<file path="src/rtl/sigdiv_if.sv">
// Operand/result handshake bundle for the significand divider.
// Latency: none, wiring only. Backpressure: carries valid/ready on both sides.
interface sigdiv_if #(parameter int NSIG = 10);
    logic            in_valid;
    logic            in_ready;
    logic [NSIG:0]   a;
    logic [NSIG:0]   b;
    logic            out_valid;
    logic            out_ready;
    logic [NSIG+1:0] q;
    logic            sticky;

    modport master (
        output in_valid, a, b, out_ready,
        input  in_ready, out_valid, q, sticky
    );

    modport slave (
        input  in_valid, a, b, out_ready,
        output in_ready, out_valid, q, sticky
    );
endinterface

</file>
<file path="src/rtl/sigdiv.sv">
// Restoring significand divider: q = floor(a*2^(NSIG+1)/b), one quotient bit per clock.
// Latency: out_valid rises NSIG+2 edges after acceptance; one operation in flight at a time.
// Backpressure: result held in DONE until out_ready; in_ready low from acceptance to transfer.
module sigdiv #(
    parameter int NSIG = 10
) (
    input  logic     clk,
    input  logic     rst_n,
    sigdiv_if.slave  bus
);
    localparam int QW = NSIG + 2;
    localparam int CW = $clog2(NSIG + 2);

    typedef enum logic [1:0] {IDLE, RUN, DONE} state_t;

    state_t        state;
    state_t        state_nxt;
    logic [QW-1:0] rem;
    logic [QW-1:0] div;
    logic [QW-1:0] qw;
    logic [QW-1:0] q_r;
    logic          sticky_r;
    logic [CW-1:0] cnt;

    logic          ge;
    logic          last;
    logic [QW-1:0] diff;
    logic [QW-1:0] rem_step;
    logic [QW-1:0] q_step;

    // rem < 2*div keeps diff below div, so the left shift never drops a set bit
    assign ge       = rem >= div;
    assign diff     = ge ? rem - div : rem;
    assign rem_step = diff << 1;
    assign q_step   = {qw[QW-2:0], ge};
    assign last     = (cnt == '0);

    always_ff @(posedge clk or negedge rst_n) begin
        if (!rst_n) begin
            state <= IDLE;
        end else begin
            state <= state_nxt;
        end
    end

    always_comb begin
        state_nxt = state;
        case (state)
            IDLE:    if (bus.in_valid)  state_nxt = RUN;
            RUN:     if (last)          state_nxt = DONE;
            DONE:    if (bus.out_ready) state_nxt = IDLE;
            default:                    state_nxt = IDLE;
        endcase
    end

    always_ff @(posedge clk or negedge rst_n) begin
        if (!rst_n) begin
            rem      <= '0;
            div      <= '0;
            qw       <= '0;
            cnt      <= '0;
            q_r      <= '0;
            sticky_r <= 1'b0;
        end else begin
            case (state)
                IDLE: begin
                    if (bus.in_valid) begin
                        rem <= {1'b0, bus.a};
                        div <= {1'b0, bus.b};
                        qw  <= '0;
                        cnt <= CW'(NSIG + 1);
                    end
                end
                RUN: begin
                    rem <= rem_step;
                    qw  <= q_step;
                    if (last) begin
                        // divide-by-zero reports a saturated, inexact quotient
                        q_r      <= (div == '0) ? '1 : q_step;
                        sticky_r <= (div == '0) || (diff != '0);
                    end else begin
                        cnt <= cnt - CW'(1);
                    end
                end
                default: ;
            endcase
        end
    end

    assign bus.in_ready  = (state == IDLE);
    assign bus.out_valid = (state == DONE);
    assign bus.q         = q_r;
    assign bus.sticky    = sticky_r;
endmodule

</file>
<file path="src/flat_wrapper.sv">
// flat-port wrapper written by rule: the top's interface ports become plain ports
module sigdiv_flat 
#(
    parameter int NSIG = 10
)
  (clk, rst_n, bus_in_valid, bus_a, bus_b, bus_out_ready, bus_in_ready, bus_out_valid, bus_q, bus_sticky);
  sigdiv_if #(.NSIG(NSIG)) bus_i ();
  input  logic clk;
  input  logic rst_n;
  input wire logic [$bits(bus_i.in_valid)-1:0] bus_in_valid;
  input wire logic [$bits(bus_i.a)-1:0] bus_a;
  input wire logic [$bits(bus_i.b)-1:0] bus_b;
  input wire logic [$bits(bus_i.out_ready)-1:0] bus_out_ready;
  output wire logic [$bits(bus_i.in_ready)-1:0] bus_in_ready;
  output wire logic [$bits(bus_i.out_valid)-1:0] bus_out_valid;
  output wire logic [$bits(bus_i.q)-1:0] bus_q;
  output wire logic [$bits(bus_i.sticky)-1:0] bus_sticky;
  assign bus_i.in_valid = bus_in_valid;
  assign bus_i.a = bus_a;
  assign bus_i.b = bus_b;
  assign bus_i.out_ready = bus_out_ready;
  assign bus_in_ready = bus_i.in_ready;
  assign bus_out_valid = bus_i.out_valid;
  assign bus_q = bus_i.q;
  assign bus_sticky = bus_i.sticky;
  sigdiv #(.NSIG(NSIG)) u_core (.clk(clk), .rst_n(rst_n), .bus(bus_i));
endmodule
</file>
<file path="config.mk">
export PLATFORM = sky130hd
export DESIGN_NAME = sigdiv_flat
export DESIGN_NICKNAME = d
export VERILOG_FILES = /design/src/rtl/sigdiv_if.sv /design/src/rtl/sigdiv.sv /design/src/flat_wrapper.sv
export SDC_FILE = /design/constraint.sdc
export NUM_CORES = 1
export LEC_CHECK = 0
export ABC_AREA = 1
export CELL_PAD_IN_SITES_DETAIL_PLACEMENT = 0
export CELL_PAD_IN_SITES_GLOBAL_PLACEMENT = 2
export CORE_MARGIN = 2
export CORE_UTILIZATION = 32
export CTS_CLUSTER_SIZE = 14
export DETAILED_ROUTE_END_ITERATION = 6
export MAX_ROUTING_LAYER = met4
export PLACE_DENSITY = 0.76
export SETUP_SLACK_MARGIN = 0.3
export SYNTH_ARGS = -nofsm -noshare
export SYNTH_HDL_FRONTEND = slang
export SYNTH_SLANG_ARGS = --single-unit
export TNS_END_PERCENT = 50
</file>
<file path="constraint.sdc">
create_clock -name clk -period 2.7 [get_ports clk]
set_clock_uncertainty 0.15 [all_clocks]
set_input_delay 0.27 -clock clk [delete_from_list [all_inputs] [get_ports clk]]
set_output_delay 0.27 -clock clk [all_outputs]
set_load 0.02 [all_outputs]
</file>
==> flow_summary_export.csv, run 1 <==
group,metric,value,unit
cells_and_area,drive_gt1_share,17.0,%
job,cap_viol_max_count,0,
clock_tree,cts_root_buf,"clkbuf_8",
worst_setup_path,cp-end-kind,"flip-flop",
sta,drv_slew,0,
yosys,ys_warn_count,0,
worst_setup_path,rr_endpoint,"u_core.bus.sticky$_DFFE_PN0P_",
sta,finalSetupViolCount,0,
status,outcome,"complete, no violations",
routing,drc,0,
routing,firstDrtPassIters,4,
worst_setup_path,cp-start-kind,"flip-flop",
worst_setup_path,regToRegStartpoint,"u_core.div[0]$_DFFE_PN0P_",
clock_tree,cts_tree,"built",
grt,grt_usage,18.0,%
routing,wl_per_cell,14.6,um
floorplanning,core,9680,um^2
sta,max-slew-margin-rel,48.7,%
sta,rsz0062_at_grt,"yes",
yosys,postSynth.asyncResetShare,100,%
worst_hold_path,holdPathEnd,"u_core.state[1]$_DFFE_PN0P_",
worst_setup_path,ff2ff_path_depth,16,
yosys,avgSynthCellArea,7.56,um^2
worst_setup_path,r2r_setup_slack,0.36,ns
sta,hold_viol,0,
floorplanning,start_util,32.7,%
sta,tightest_slew,0.768,ns
grt,antenna_found_initial,0,
yosys,synth.distinct_cells,35,
yosys,syn_nets,459,
floorplanning,die_h,103,um
sta,min_period,2.34,ns
worst_setup_path,crit_fanout,7,
sta,setup_tns,0,ns
routing,wl_met2,4070,um
placed_design,portBuffers,40,
routing,drt_iter0_markers,98,
worst_setup_path,worstSetupPathType,"flip-flop to flip-flop",
routing,highest_layer,"met4",
worst_setup_path,cp_data_required_time,2.76,ns
yosys,ys_seq_area_share,41.9,%
worst_hold_path,min_from,"bus_out_ready",
grt,grt_pass1_wl,14300,um
clock_tree,cts_made_buffers,5,
clock_tree,clk_latency,0.32,ns
clock_tree,cts_sinks,53,
placed_design,place.gp.congestion,0.840,
cells_and_area,diodes,0,
routing,drt.antenna.violating_nets,0,
yosys,ys.flop_type,"dfrtp_1",
yosys,synth_enable_flop_cells,0,
floorplanning,die_area,10700,um^2
floorplanning,placementRows,36,
floorplanning,die_w,103,um
cells_and_area,fin_nets,515,
routing,wl_met3,203,um
routing,dr_total_vias,2869,
sta,post-route-period-util,86.6,%
placed_design,hpwl,6690,um
worst_setup_path,arrival,2.40,ns
routing,viasPerCell,4.71,
floorplanning,io_pins,41,
clock_tree,clk_pin_slew_worst_paths,0.11,ns
cells_and_area,syn2layout_area_growth,27.6,%
grt,grt-ovfl-total,0,
cells_and_area,nFillCells,1011,
clock_tree,cts_max_level,2,
worst_hold_path,hold_path_class,"primary input to flip-flop",
grt,grt_max_degree,32,
yosys,synthCells,419,
routing,wl_met1,4540,um
sta,fmax,0.427,GHz
routing,totalWireLength,8900,um
clock_tree,cts_buffer_depth,2,
yosys,ys_ff_latch,53,
yosys,synth_area,3170,um^2
grt,grt_pass1_vias,2848,
worst_hold_path,min_path_cells,2,
-- Yosys cell counts (2+ instances only) --
cell / count / area, um^2
nand2_1: 96 / 360
inv_1: 69 / 259
dfrtp_1: 53 / 1330
nor2_1: 38 / 143
a21oi_1: 27 / 135
o21ai_0: 21 / 105
nand3_1: 20 / 100
nand4_1: 16 / 100
o22ai_1: 15 / 93.8
ha_1: 13 / 163
nand2_2: 10 / 62.6
clkbuf_1: 8 / 30.0
inv_2: 4 / 15.0
buf_2: 2 / 10.0
nand2_4: 2 / 22.5
nand3_2: 2 / 20.0
nor3_1: 2 / 10.0
o211ai_1: 2 / 15.0
xnor2_1: 2 / 17.5
xor2_1: 2 / 17.5
-- cells by family (layout without fill, tap and decap cells) --
kind of cell,after synthesis,in the layout,synth area share (%)
adders and majority gates,14,14,5.77
xor gates and xnor gates,4,4,1.11
DFF,53,53,41.9
and+or+nand+nor,191,193,27.5
buffers and inverters,86,141,11.0
AOI/OAI and AO/OA,71,71,12.7
-- placed cells by master, fill, tap and decap left out, drive strengths merged --
| master | n |
|---|---|
| a21oi | 28 |
| a31oi | 1 |
| buf | 19 |
| clkbuf | 5 |
| clkdlybuf4s50 | 39 |
| clkinv | 2 |
| dfrtp | 53 |
| dlygate4sd3 | 1 |
| fa | 1 |
| ha | 13 |
| inv | 75 |
| nand2 | 109 |
| nand3 | 24 |
| nand4 | 17 |
| nor2 | 40 |
| nor3 | 2 |
| o211ai | 2 |
| o21ai | 23 |
| o221ai | 1 |
| o22ai | 15 |
| o31ai | 1 |
| or2 | 1 |
| xnor2 | 2 |
| xor2 | 2 |
-- per-layer routing --
layer  vias up  GRT usage [%]
met1      1358           25.8
met5         -              -
met4         0           4.66
li1       1464              -
met2        38           26.8
met3         9           2.42
-- sequential cells by signal, indices dropped and copies added (netlist names) --
signal and flops:
u_core.div 11, u_core.rem 12, u_core.bus.sticky 1, u_core.state 2
u_core.qw 11, u_core.bus.q 12, u_core.cnt 4
-- worst max path at each step --
stage                         startpoint                             to  slack [ns]  depth (start not counted)
2_1_floorplan  u_core.div[0]$_DFFE_PN0P_  u_core.bus.sticky$_DFFE_PN0P_        0.43                         17
3_3_place_gp   u_core.div[0]$_DFFE_PN0P_  u_core.bus.sticky$_DFFE_PN0P_        0.25                         16
3_5_place_dp   u_core.div[0]$_DFFE_PN0P_  u_core.bus.sticky$_DFFE_PN0P_        0.17                         16
4_1_cts        u_core.div[9]$_DFFE_PN0P_  u_core.bus.sticky$_DFFE_PN0P_        0.31                         14
5_1_grt        u_core.div[0]$_DFFE_PN0P_  u_core.bus.sticky$_DFFE_PN0P_        0.18                         16
6_report       u_core.div[0]$_DFFE_PN0P_  u_core.bus.sticky$_DFFE_PN0P_        0.36                         16
-- worst max-delay path, cell delays in order, from the launching register on --
cell     delay (ns)
dfrtp_1        0.43
ha_4           0.18
fa_2           0.35
inv_2          0.08
nand2_2        0.05
nand2_2        0.06
nand2_2        0.07
nand2_4        0.08
nand2_4        0.08
nand3_4        0.14
nand2_2        0.08
nand2_1        0.08
nand3_2        0.08
nor2_2         0.13
nand3_1        0.08
nand2_1        0.07
inv_1          0.03
-- through the flow --
stage          cells  util [%]  hold WS (ns)  area, um^2  setup slack [ns]
3_3_place_gp     587      38.3         0.203        3710             0.250
3_5_place_dp     587      38.3         0.226        3710             0.173
2_1_floorplan    419         -        -0.176        3170             0.431
5_1_grt          609      41.7         0.324        4040             0.180
4_1_cts          600      39.9         0.340        3860             0.307
6_report         609      41.7         0.344        4040             0.361
-- layout make-up --
class | instances | area [um^2] | area share, %
repair buffers | 59 | 544 | 13.5
clock inverters | 3 | 28.8 | 0.712
clock buffers | 5 | 68.8 | 1.70
well taps | 133 | 166 | 4.12
flip-flops and latches | 53 | 1330 | 32.8
inverters | 74 | 278 | 6.88
multi-input cells | 282 | 1630 | 40.3
-- repair_timing --
item / 4_1_cts / 5_1_grt
setup buffers: 2 / 9
resized for setup: 6 / 27
hold buffers: 1 / 0
endpoints found under the setup margin: 3 / 4
pin swaps: 4 / 13
cloned: 2 / 0
endpoints found under the hold margin: 29 / 0
Power of run 1 is left out: the tool's default activity adds up to more than one toggle a clock period on the data nets, which glitch-free logic cannot reach.
==> run 2, diff against run 1 <==
GPL_TIMING_DRIVEN = 0   (was unset)
SETUP_SLACK_MARGIN = unset   (was 0.3)
==> run 2 against run 1 <==
  * First-iteration DRC count grew 41%
  * Count of clock-buffer cells in the layout grew 1
  * Sequential cell count is the same
  * Worst hold slack gained 0.023 ns
==> flow_summary_export.csv, run 2 (synthesis results as in run 1) <==
group,metric,value,unit
status,outcome,"complete, no violations",
cells_and_area,fin_nets,510,
routing,totalWireLength,8490,um
grt,grt-ovfl-total,0,
cells_and_area,finalNonFillerCells,604,
sta,rsz0062_at_grt,"no",
worst_setup_path,r2r_setup_slack,0.18,ns
sta,hold_slack,0.367,ns
sta,fmax,0.396,GHz
worst_setup_path,crit_fanout,9,
worst_setup_path,regToRegStartpoint,"u_core.rem[0]$_DFFE_PN0P_",
routing,firstDrtPassIters,4,
cells_and_area,stdcell_area,3880,um^2
routing,wl_per_cell,14.1,um
clock_tree,cts_max_level,2,
routing,drt.antenna.violating_nets,0,
grt,antenna_found_initial,0,
worst_setup_path,slowest_stage,"dfrtp_1",
cells_and_area,diodes,0,
worst_setup_path,worstSetupPathType,"flip-flop to flip-flop",
sta,drv_slew,0,
sta,min_period,2.52,ns
placed_design,place_inst,593,
sta,tightest_slew,0.679,ns
worst_setup_path,slowest_delay,0.37,ns
routing,drc,0,
floorplanning,placementRows,36,
placed_design,portBuffers,40,
cells_and_area,multiInputGateArea,1510,um^2
floorplanning,io_pins,41,
cells_and_area,final_common_cell,"nand2_1",
routing,drt_iter0_markers,138,
worst_hold_path,min_path_cells,2,
clock_tree,cts_root_buf,"clkbuf_8",
clock_tree,cts_tree,"built",
worst_setup_path,cp-end-kind,"flip-flop",
clock_tree,cts_buffer_depth,2,
grt,grt_usage,17.9,%
cells_and_area,nFillCells,1043,
worst_setup_path,cp_data_required_time,2.76,ns
routing,viasPerCell,4.67,
placed_design,placed_area,3750,um^2
placed_design,hpwl,6840,um
cells_and_area,syn2layout_area_growth,22.6,%
sta,max-slew-margin-rel,54.7,%
grt,grt_pass1_vias,2814,
floorplanning,start_util,32.7,%
worst_setup_path,path_cells,"inv_1, ha_4, fa_2, inv_2, nand2_1, nand2_1, nand2_2, nand2_2, nand2_4, nand3_4, buf_4, nand2_1, nand2_1, nor2_1, nand2_1, nor2_2, nand3_1, nand2_1, inv_1",
grt,grt_pass1_wl,14200,um
floorplanning,die_area,10700,um^2
worst_hold_path,holdPathEnd,"u_core.state[1]$_DFFE_PN0P_",
worst_setup_path,ff2ff_path_depth,19,
sta,hold_viol,0,
floorplanning,die_h,103,um
clock_tree,clk_latency,0.30,ns
sta,post-route-period-util,93.4,%
worst_setup_path,cp-start-kind,"flip-flop",
clock_tree,cts_made_buffers,5,
routing,dr_total_vias,2819,
floorplanning,core,9680,um^2
job,cap_viol_max_count,0,
clock_tree,cts_sinks,53,
grt,grt_max_degree,29,
worst_setup_path,rr_endpoint,"u_core.bus.sticky$_DFFE_PN0P_",
cells_and_area,utilization,40.1,%
worst_hold_path,hold_path_class,"primary input to flip-flop",
worst_setup_path,critPathMostFrequentCell,"nand2_1",
cells_and_area,drive_gt1_share,9.34,%
placed_design,place.gp.congestion,0.772,
worst_hold_path,min_from,"bus_out_ready",
worst_setup_path,arrival,2.58,ns
cells_and_area,final_cell_mix,"nand2_1 (96), inv_1 (69), dfrtp_1 (53)",
floorplanning,die_w,103,um
cells_and_area,seq_area,1330,um^2
sta,finalSetupViolCount,0,
clock_tree,clk_pin_slew_worst_paths,0.10,ns
run 2: changes by cell type in the layout (fill, tap and decap cells not counted), sizes merged:
cell	previous run	this run
clkbuf	5	14
buf	19	8
nand2	109	108
nand3	24	23
inv	75	74
run 2: metrics by stage:
stage / TNS, ns / worst slack [ns]
3_3_place_gp: -25.84 / -0.489
2_1_floorplan: 0 / 0.431
6_report: 0 / 0.178
5_1_grt: 0 / 0.00655
3_5_place_dp: -0.0277 / -0.0277
4_1_cts: 0 / 0.0190
run 2: timing repair:
item                                   in CTS  in global routing
setup endpoints to repair                   1                  1
endpoints found under the hold margin      27                  0
pin swaps                                   0                  2
gates resized for setup                     1                  4
hold buffers                                1                  0
buffers inserted                            0                  2
run 2: layer usage:
layer | GRT usage (%) | vias to the layer above | wire length (um)
li1 | - | 1450 | -
met1 | 25.7 | 1325 | 4390
met2 | 27.5 | 39 | 3870
met3 | 1.81 | 5 | 172
met4 | 3.95 | 0 | 65
met5 | - | - | 0
run 2: worst max-delay path, delay by kind of cell, from the launching register on:
| kind | cells | cell delay [ns] |
|---|---|---|
| simple gates | 13 | 1.10 |
| flops | 1 | 0.37 |
| buf+inv | 4 | 0.38 |
| fa+ha+maj | 2 | 0.41 |
run 2: worst max-delay path by stage:
| stage | start | to | slack [ns] | cells after the start |
|---|---|---|---|---|
| after detailed placement | u_core.div[0]$_DFFE_PN0P_ | u_core.bus.sticky$_DFFE_PN0P_ | -0.03 | 17 |
| after CTS | u_core.div[0]$_DFFE_PN0P_ | u_core.bus.sticky$_DFFE_PN0P_ | 0.02 | 17 |
| after global routing | u_core.div[0]$_DFFE_PN0P_ | u_core.bus.sticky$_DFFE_PN0P_ | 0.007 | 17 |
| after floorplan | u_core.div[0]$_DFFE_PN0P_ | u_core.bus.sticky$_DFFE_PN0P_ | 0.43 | 17 |
| final | u_core.rem[0]$_DFFE_PN0P_ | u_core.bus.sticky$_DFFE_PN0P_ | 0.18 | 19 |
| after global placement | rst_n | u_core.bus.q[5]$_DFFE_PN0P_ | -0.49 | 1 |
run 2: area by class of cell:
class / instances / share of cell area, %
Tap cell: 133 / 4.29
Sequential cell: 53 / 34.2
Multi-Input combinational cell: 280 / 39.0
Clock buffer: 6 / 1.87
Inverter: 74 / 7.15
Timing Repair Buffer: 44 / 11.3
Clock inverter: 2 / 0.354
Buffer: 12 / 1.84
Power of run 2 is left out for the same reason.
